File: config.mk
export PLATFORM = sky130hd
export DESIGN_NAME = fetch_unit
export DESIGN_NICKNAME = d
export VERILOG_FILES = /design/src/rtl/fetch_unit_pkg.sv /design/src/rtl/fetch_unit_instr_fifo.sv /design/src/rtl/fetch_unit.sv
export SDC_FILE = /design/constraint.sdc
export NUM_CORES = 1
export LEC_CHECK = 0
export CORE_MARGIN = 8
export CORE_UTILIZATION = 45
export CTS_CLUSTER_DIAMETER = 30
export DETAILED_ROUTE_END_ITERATION = 8
export GPL_TIMING_DRIVEN = 0
export PLACE_DENSITY = 0.61
export SLEW_MARGIN = 10
export SYNTH_ARGS = -nofsm -noshare
export SYNTH_HDL_FRONTEND = slang
export SYNTH_SLANG_ARGS = --single-unit
File: constraint.sdc
create_clock -name clk -period 5.5 [get_ports clk]
set_input_delay 0.55 -clock clk [delete_from_list [all_inputs] [get_ports clk]]
set_output_delay 0.55 -clock clk [all_outputs]
set_load 0.03 [all_outputs]
File: src/rtl/fetch_unit_pkg.sv
// Shared definitions for the instruction fetch stage: FSM encoding,
// the flush filler word and a word-alignment helper.
package fetch_unit_pkg;

    // FETCH: no stale responses pending; DRAIN: dropping pre-redirect responses.
    typedef enum logic {
        FETCH_S = 1'b0,
        DRAIN_S = 1'b1
    } state_t;

    // Word presented toward decode whenever the queue head is not valid.
    localparam logic [31:0] INSTR_NOP = 32'h0;

    // Clears the byte offset of an address so fetches are always word aligned.
    function automatic logic [31:0] word_align(input logic [31:0] addr);
        return addr & 32'hFFFF_FFFC;
    endfunction

endpackage

File: src/rtl/fetch_unit_instr_fifo.sv
// Synchronous FIFO with flush. The head entry is read straight out of the
// storage registers, so a word pushed at one edge is visible after that edge.
// Used both as the prefetch queue and as the in-flight fetch address tracker.
module instr_fifo #(
    parameter int WIDTH = 32,
    parameter int DEPTH = 4
) (
    input  logic                   clk,
    input  logic                   rst,
    input  logic                   flush,
    input  logic                   push,
    input  logic [WIDTH-1:0]       wdata,
    input  logic                   pop,
    output logic [WIDTH-1:0]       rdata,
    output logic                   empty,
    output logic [$clog2(DEPTH):0] count
);
    localparam int AW = $clog2(DEPTH);
    localparam int CW = AW + 1;

    logic [WIDTH-1:0] r_mem [DEPTH];
    logic [AW-1:0]    r_wr_ptr;
    logic [AW-1:0]    r_rd_ptr;
    logic [CW-1:0]    r_count;
    logic             w_full;
    logic             w_do_push;
    logic             w_do_pop;

    assign empty     = (r_count == '0);
    assign w_full    = (r_count == CW'(DEPTH));
    assign w_do_pop  = pop & ~empty;
    assign w_do_push = push & (~w_full | w_do_pop);
    assign rdata     = r_mem[r_rd_ptr];
    assign count     = r_count;

    // Pointer and occupancy tracking; flush empties the FIFO in one cycle.
    always_ff @(posedge clk) begin
        if (!rst || flush) begin
            r_wr_ptr <= '0;
            r_rd_ptr <= '0;
            r_count  <= '0;
        end else begin
            if (w_do_push) r_wr_ptr <= r_wr_ptr + AW'(1);
            if (w_do_pop)  r_rd_ptr <= r_rd_ptr + AW'(1);
            r_count <= r_count + CW'(w_do_push) - CW'(w_do_pop);
        end
    end

    // Entry storage; contents are only meaningful under a valid pointer.
    always_ff @(posedge clk) begin
        if (rst && !flush && w_do_push) r_mem[r_wr_ptr] <= wdata;
    end

    // Pushing into a full FIFO without a simultaneous pop would lose a word.
    a_no_overflow: assert property (@(posedge clk) disable iff (!rst || flush)
        !(push && w_full && !pop));

endmodule

File: src/rtl/fetch_unit.sv
// Instruction fetch stage. Owns the PC, issues credit-limited word fetches,
// tags returned words with their fetch address and queues them for decode.
// A redirect flushes the queue and marks every in-flight response as stale.
module fetch_unit
    import fetch_unit_pkg::*;
#(
    parameter int          DEPTH    = 4,
    parameter logic [31:0] RESET_PC = 32'h0
) (
    input  logic        clk,
    input  logic        rst,
    output logic        imem_req,
    output logic [31:0] imem_addr,
    input  logic        imem_ready,
    input  logic        imem_rvalid,
    input  logic [31:0] imem_rdata,
    output logic        instr_valid,
    output logic [31:0] instr,
    output logic [31:0] instr_pc,
    input  logic        instr_ready,
    input  logic        redirect_valid,
    input  logic [31:0] redirect_pc
);
    localparam int CW = $clog2(DEPTH) + 1;

    logic [31:0]   r_pc;
    logic [CW-1:0] r_discard;
    state_t        r_state;
    state_t        w_state_next;
    logic [CW-1:0] w_discard_next;
    logic [CW-1:0] w_out_next;
    logic [CW-1:0] w_q_count;
    logic [CW-1:0] w_outstanding;
    logic [CW:0]   w_credits_used;
    logic          w_fire;
    logic          w_rsp;
    logic          w_q_push;
    logic          w_q_pop;
    logic          w_q_empty;
    logic          w_a_empty;
    logic [31:0]   w_rsp_pc;
    logic [31:0]   w_redirect_target;
    logic [63:0]   w_q_wdata;
    logic [63:0]   w_q_head;

    // Queued words plus fetches still in flight may never exceed the queue size.
    assign w_credits_used    = {1'b0, w_q_count} + {1'b0, w_outstanding};
    assign imem_req          = rst & ~redirect_valid & (w_credits_used < (CW+1)'(DEPTH));
    assign imem_addr         = r_pc;
    assign w_fire            = imem_req & imem_ready;
    assign w_rsp             = imem_rvalid & ~w_a_empty;
    assign w_redirect_target = word_align(redirect_pc);

    // A response is kept only when it is not stale and no redirect is flushing.
    assign w_q_push    = w_rsp & (r_discard == '0) & ~redirect_valid;
    assign w_q_pop     = instr_ready & ~w_q_empty & ~redirect_valid;
    assign w_q_wdata   = {w_rsp_pc, imem_rdata};
    assign instr_valid = ~w_q_empty;
    assign instr       = w_q_empty ? INSTR_NOP : w_q_head[31:0];
    assign instr_pc    = w_q_empty ? 32'h0 : w_q_head[63:32];

    // Prefetch queue of {pc, instr} toward decode.
    instr_fifo #(
        .WIDTH (64),
        .DEPTH (DEPTH)
    ) u_queue (
        .clk   (clk),
        .rst   (rst),
        .flush (redirect_valid),
        .push  (w_q_push),
        .wdata (w_q_wdata),
        .pop   (w_q_pop),
        .rdata (w_q_head),
        .empty (w_q_empty),
        .count (w_q_count)
    );

    // In-flight addresses: responses return in order, so the head is the
    // address of the next response. Its occupancy is the outstanding count,
    // and stale entries retire alongside their dropped responses.
    instr_fifo #(
        .WIDTH (32),
        .DEPTH (DEPTH)
    ) u_inflight (
        .clk   (clk),
        .rst   (rst),
        .flush (1'b0),
        .push  (w_fire),
        .wdata (r_pc),
        .pop   (w_rsp),
        .rdata (w_rsp_pc),
        .empty (w_a_empty),
        .count (w_outstanding)
    );

    // Stale-response bookkeeping: a redirect turns everything still in flight stale.
    always_comb begin
        w_out_next     = w_outstanding + CW'(w_fire) - CW'(w_rsp);
        w_discard_next = r_discard;
        if (redirect_valid) begin
            w_discard_next = w_out_next;
        end else if (w_rsp && (r_discard != '0)) begin
            w_discard_next = r_discard - CW'(1);
        end
    end

    // FSM next state mirrors whether stale responses remain to be dropped.
    always_comb begin
        w_state_next = r_state;
        case (r_state)
            FETCH_S: if (w_discard_next != '0) w_state_next = DRAIN_S;
            DRAIN_S: if (w_discard_next == '0) w_state_next = FETCH_S;
            default: w_state_next = FETCH_S;
        endcase
    end

    // FSM state register.
    always_ff @(posedge clk) begin
        if (!rst) r_state <= FETCH_S;
        else      r_state <= w_state_next;
    end

    // PC advance on accept, reload on redirect, and discard counter update.
    always_ff @(posedge clk) begin
        if (!rst) begin
            r_pc      <= RESET_PC;
            r_discard <= '0;
        end else begin
            if (redirect_valid) r_pc <= w_redirect_target;
            else if (w_fire)    r_pc <= r_pc + 32'd4;
            r_discard <= w_discard_next;
        end
    end

endmodule

## After elaboration in Yosys (flattened, before gate mapping)

Memory sizes are Yosys's and may differ from the RTL's. A register that Yosys moved wholly into a read port is not among the register bits.
Index checks and enable logic that the tools add are counted.

- Word-level logic and storage cells: 75
- Output and inout bits: 98
- Memories kept: 2
- Flip-flop bits (word level): 49
- RAM bits: 384
- Input bits: 70

- $lt $le $gt $ge: 1
- Multiplexer cells: 14
- Bitwise logic cells: 20
- Eq/ne operators: 2
- Reductions and logical operators: 14
- $add $sub $neg: 13

Memories:

| memory | words | bits a word | rd ports | clocked after memory_dff | write ports | RTL line | text |
|---|---|---|---|---|---|---|---|
| u_queue.r_mem | 4 | 64 | 1 | 1 | 1 | fetch_unit_instr_fifo.sv:21 | `logic [WIDTH-1:0] r_mem [DEPTH];` |
| u_inflight.r_mem | 4 | 32 | 1 | 1 | 1 | fetch_unit_instr_fifo.sv:21 |  |

Operators by type and width:

| kind | number |
|---|---|
| two-way mux 32 bit | 4 |
| adder 32 x 3 -> 32 bit (second input constant) | 1 |
| AND 1 bit | 12 |
| adder 3 x 1 -> 3 bit | 3 |
| zero test 3 bit | 3 |
| subtractor 3 x 1 -> 3 bit | 3 |
| adder 2 x 1 -> 2 bit (second input constant) | 4 |
| two-way mux 2 bit | 4 |
| == test 3 bit (second input constant) | 2 |
| two-way mux 3 bit | 2 |
| inverter 1 bit | 6 |
| adder 3 x 3 -> 4 bit | 1 |
| logical AND 1 bit | 4 |
| less-than comparator 4 x 3 -> 1 bit (second input constant) | 1 |
| two-way mux 1 bit | 4 |
| nonzero test 2 bit | 2 |
| nonzero test 3 bit | 1 |
| subtractor 3 x 1 -> 3 bit (second input constant) | 1 |
| zero test 1 bit | 2 |
| bitwise OR 1 bit | 2 |
| OR reduction 2 bit | 1 |
| logical OR 1 bit | 1 |

## Logic depth before layout (Yosys ltp)

- Word-level depth: 10
- Gate-level depth with buffers: 12
- Gate-level depth less buffers: 11

## By module

From an unflattened synthesis, not the netlist that was laid out.

- Cell total of the unflattened synthesis: 960
- Area total of the unflattened synthesis: 17352.9 µm²

By module, submodules not included:

| module | instances | cells each | area an instance (µm²) | seq. area each (µm²) |
|---|---|---|---|---|
| instr_fifo (u_queue) | 1 | 384 | 9680.5 | 7867.5 |
| instr_fifo (u_inflight) | 1 | 217 | 5084.9 | 4023.9 |
| fetch_unit | 1 | 359 | 2587.5 | 660.6 |

## Worst setup path after synthesis

No wires, ideal clock.

- Kind: input-to-reg
- Start: in imem_rvalid
- End: mem u_queue.r_mem[0][0], enable pin
- Data required time: 5073 ps
- Setup slack: 2246 ps
- Stages on the path: 4
- Library setup time: 427 ps
- Data arrival time: 2827 ps
- Path through: o31a_2 or3b_2 nor2_1 and2_1

- Longest elaborated chain between the ends: 7

RTL lines:

| what | RTL line | text |
|---|---|---|
| start: declaration | fetch_unit.sv:15 | `input logic imem_rvalid,` |
| AND 1 bit | fetch_unit.sv:51 | `assign w_rsp = imem_rvalid & ~w_a_empty;` |
| AND 1 bit (2 in series) | fetch_unit.sv:55 | `assign w_q_push = w_rsp & (r_discard == '0) & ~redirect_valid;` |
| AND 1 bit | fetch_unit_instr_fifo.sv:32 | `assign w_do_push = push & (~w_full \| w_do_pop);` |
| logical AND 1 bit | fetch_unit_instr_fifo.sv:51 | `if (rst && !flush && w_do_push) r_mem[r_wr_ptr] <= wdata;` |
| two-way mux 1 bit | fetch_unit_instr_fifo.sv:51 |  |
| two-way mux 1 bit (implied by the code) | fetch_unit_instr_fifo.sv:51 |  |
| end: declaration | fetch_unit_instr_fifo.sv:21 |  |

No other way between the ends.

==> summary.txt <==
Run status
  • Status: completed

Synth
  • Sequential-to-total area share from yosys stat: 72.7%
  • Leading cell types by count after synthesis: 368 x edfxtp_1, 92 x mux4_2, 63 x nor2b_1
  • Post-synth top flop: edfxtp_1
  • Cells after synthesis: 910
  • Flops & latches, synth: 419
  • Count leader, synth: edfxtp_1
  • Syn avg cell area: 18.3 sq um
  • Most area-consuming cells after synthesis: edfxtp_1 67%, mux4_2 12%, dfxtp_1 6.1%, nor2b_1 2.4%, ha_1 1.4%
  • Synth Warn #: 0
  • Cell Area, Synth: 16600 sq um
  • Post-synth top area share: 66.5%
  • Post-synth top area cell: edfxtp_1
  • Synth async-reset ratio: 0%
  • Yosys cell types: 59
  • Post-synth EDFFs: 368

CTS
  • CTS tree: yes
  • CTS clk-pin slew, worst paths: 0.04 ns
  • Worst-Skew Late Latency: 0.58 ns
  • Clock Sinks: 419
  • Post-CTS sizing: 0
  • CTS Root Cell: clkbuf_16
  • Max clock buf depth: 3
  • Post-CTS Setup Inserts: 0
  • CTS Buf Count: 90
  • Hold-fix buffers, CTS: 0
  • H-tree Lvls: 3

Setup path
  • Worst path arrival time: 3.39 ns
  • Critical Path Fanout Max: 10
  • Worst-path cell chain: clkbuf_1 > buf_2 > mux4_2 > nor2b_1 > clkdlybuf4s50_1
  • Crit start category: flip-flop
  • Worst path depth: 5
  • R2R depth: 12
  • Crit path max-delay family: buffers and inverters
  • Crit Path Class: flip-flop to output port
  • Bufs and invs on worst path: 3
  • Crit path largest cell delay: 0.64 ns
  • CP required: 4.95 ns
  • Critical Path Slowest Stage Cell: clkdlybuf4s50_1
  • Crit. End Element: output port

Drt
  • DRC Markers: 0
  • ANT nets after route: 0
  • DRT Pass-1 Iters: 5
  • Final wirelength: 37600 microns
  • Via count: 9208
  • Initial DRC Count: 658
  • Avg WL per Cell: 21.9 microns
  • Via density per instance: 5.36

Final layout
  • Synth-to-layout area growth: 33.4%
  • Layout cell share with drive strength beyond 1: 22.9%
  • Final core utilization: 60.7%
  • Final non-filler cell total: 1719
  • Ant. Diodes: 0
  • FILL cells: 2693
  • Nets@finish: 1268

Timing
  • Final period utilization: 71.7%
  • Worst slew pin tran: 0.922 ns
  • Tmin final: 3.94 ns
  • Worst Skew: 0.0216 ns
  • FMAX: 0.254 GHz
  • Max Slew Vio Count: 0
  • Final setup vio count: 0
  • Relative slew margins: 38.1%
  • RSZ-0062 raised after global routing: no
  • Final Hold Vio Count: 0
  • Fin Setup TNS: 0 ns

Place
  • Final Wtd Congestion: 0.815
  • Port buffer count: 161
  • HPWL Detailed: 24000 microns
  • DP Cell Count: 1552

GRT
  • First-pass GRT wire length: 58400 microns
  • Vias in the first global route: 9782
  • Initial antenna violation count: 0
  • All-Layer GR Usage: 17.5%
  • Largest net degree at the start of global routing: 36
  • Grt ovf: 0

Hold path
  • HP Class: flip-flop to flip-flop
  • Hold-critical path depth: 2

Die
  • Die area: 43300 sq um
  • I/O pin count: 168
  • Initial Util: 45.5%
  • Die Ht: 208 microns
  • Core area: 36500 sq um
  • Chip width: 208 microns
  • # rows: 70

Pwr
  • Leakage power: 7.34 nW
  • VDD IR max: 0.237 mV
  • Power Dens Cells: 454 nW/um^2

Flow run
  • Max Cap Viol: 0
-- metrics by stage --
stage                     hold slack, ns  area, sq um  worst slack (ns)  total power [W]
after floorplan                    0.485        16600              2.25          0.00436
after global placement             0.502        18800             0.192          0.00469
after detailed placement           0.506        19000              1.92          0.00471
after CTS                          0.529        22200              1.38           0.0102
after global routing               0.590        22200              1.38           0.0104
final                              0.533        22200              1.56           0.0101
-- power breakdown --
| part | switching, W | total, W | internal, W |
|---|---|---|---|
| Combinational | 0.000501 | 0.000912 | 0.000411 |
| Sequential | 0.0000801 | 0.00373 | 0.00365 |
| Clock | 0.00174 | 0.00541 | 0.00367 |
-- metal layers --
layer / up-vias / wire (microns) / track usage (%)
met3: 74 / 2140 / 4.30
met5: - / 0 / 0
met2: 306 / 18000 / 28.0
met4: 0 / 1160 / 7.02
li1: 4164 / - / -
met1: 4664 / 16300 / 22.8
-- cell usage in the layout (no fill, tap or decap), types with 4 or more instances in the layout --
| cell | count |
|---|---|
| nand3_1 | 12 |
| nand4_1 | 15 |
| mux4_2 | 92 |
| a21oi_1 | 24 |
| dfxtp_1 | 51 |
| and2_2 | 4 |
| buf_2 | 11 |
| clkinvlp_4 | 9 |
| ha_1 | 19 |
| xor2_1 | 10 |
| nor3_1 | 8 |
| edfxtp_1 | 368 |
| clkdlybuf4s50_1 | 161 |
| o21ai_0 | 19 |
| nand2_1 | 25 |
| a2bb2oi_1 | 5 |
| and2_4 | 4 |
| a31oi_1 | 5 |
| nor2_1 | 37 |
| and2_1 | 7 |
| inv_1 | 23 |
| and3_1 | 5 |
| clkinv_1 | 6 |
| clkinv_4 | 6 |
| bufinv_16 | 10 |
| clkbuf_16 | 91 |
| buf_4 | 6 |
| conb_1 | 4 |
| inv_6 | 10 |
| xnor2_1 | 12 |
| clkbuf_8 | 10 |
| nor2b_1 | 63 |
| a22oi_1 | 5 |
| clkbuf_1 | 38 |
| buf_12 | 6 |
| clkinv_2 | 6 |
-- registers in the layout, indices dropped and copies added (netlist names), named ones only --
register and count:
r_discard 3, imem_addr 30, u_inflight.count 3, u_queue.r_rd_ptr 2, u_queue.r_mem 248, u_inflight.r_mem 120, u_queue.r_wr_ptr 2, u_inflight.r_rd_ptr 2
u_queue.count 3, u_inflight.r_wr_ptr 2
-- path summary, 6_finish.rpt --
path | slack (ns) | from | to
hold / removal | 0.53 | u_inflight.r_wr_ptr[1] | u_inflight.r_wr_ptr[1]
setup reg to reg | 2.24 | u_queue.count[2] | r_discard[2]
setup / recovery | 1.56 | flip-flop | instr[30]
hold reg to reg | 0.53 | u_inflight.r_wr_ptr[1] | u_inflight.r_wr_ptr[1]
-- kinds of logic after synthesis --
kind of cell	synth area share (%)
xor gates and xnor gates	1.16
and+or+nand+nor	6.80
other	0.0226
AOI/OAI and AO/OA	3.16
buffers and inverters	1.88
adders and majority gates	1.79
muxes	12.5
DFF	72.7
-- layout make-up --
type	count	area, sq um	area share [%]
buffer	46	221	0.999
inverter	24	90.1	0.407
timing repair buffer	171	1810	8.15
clock inverter	53	661	2.98
sequential	419	12100	54.5
multi-input combinational	424	4260	19.2
tap	468	586	2.64
clock buffer	114	2460	11.1
-- tightest hold or removal path: stages (launching register included) --
cell	delay, ns
dfxtp_1	0.33
o21ai_0	0.09
a21oi_1	0.07
No activity file was read; power rests on OpenSTA's default activity.
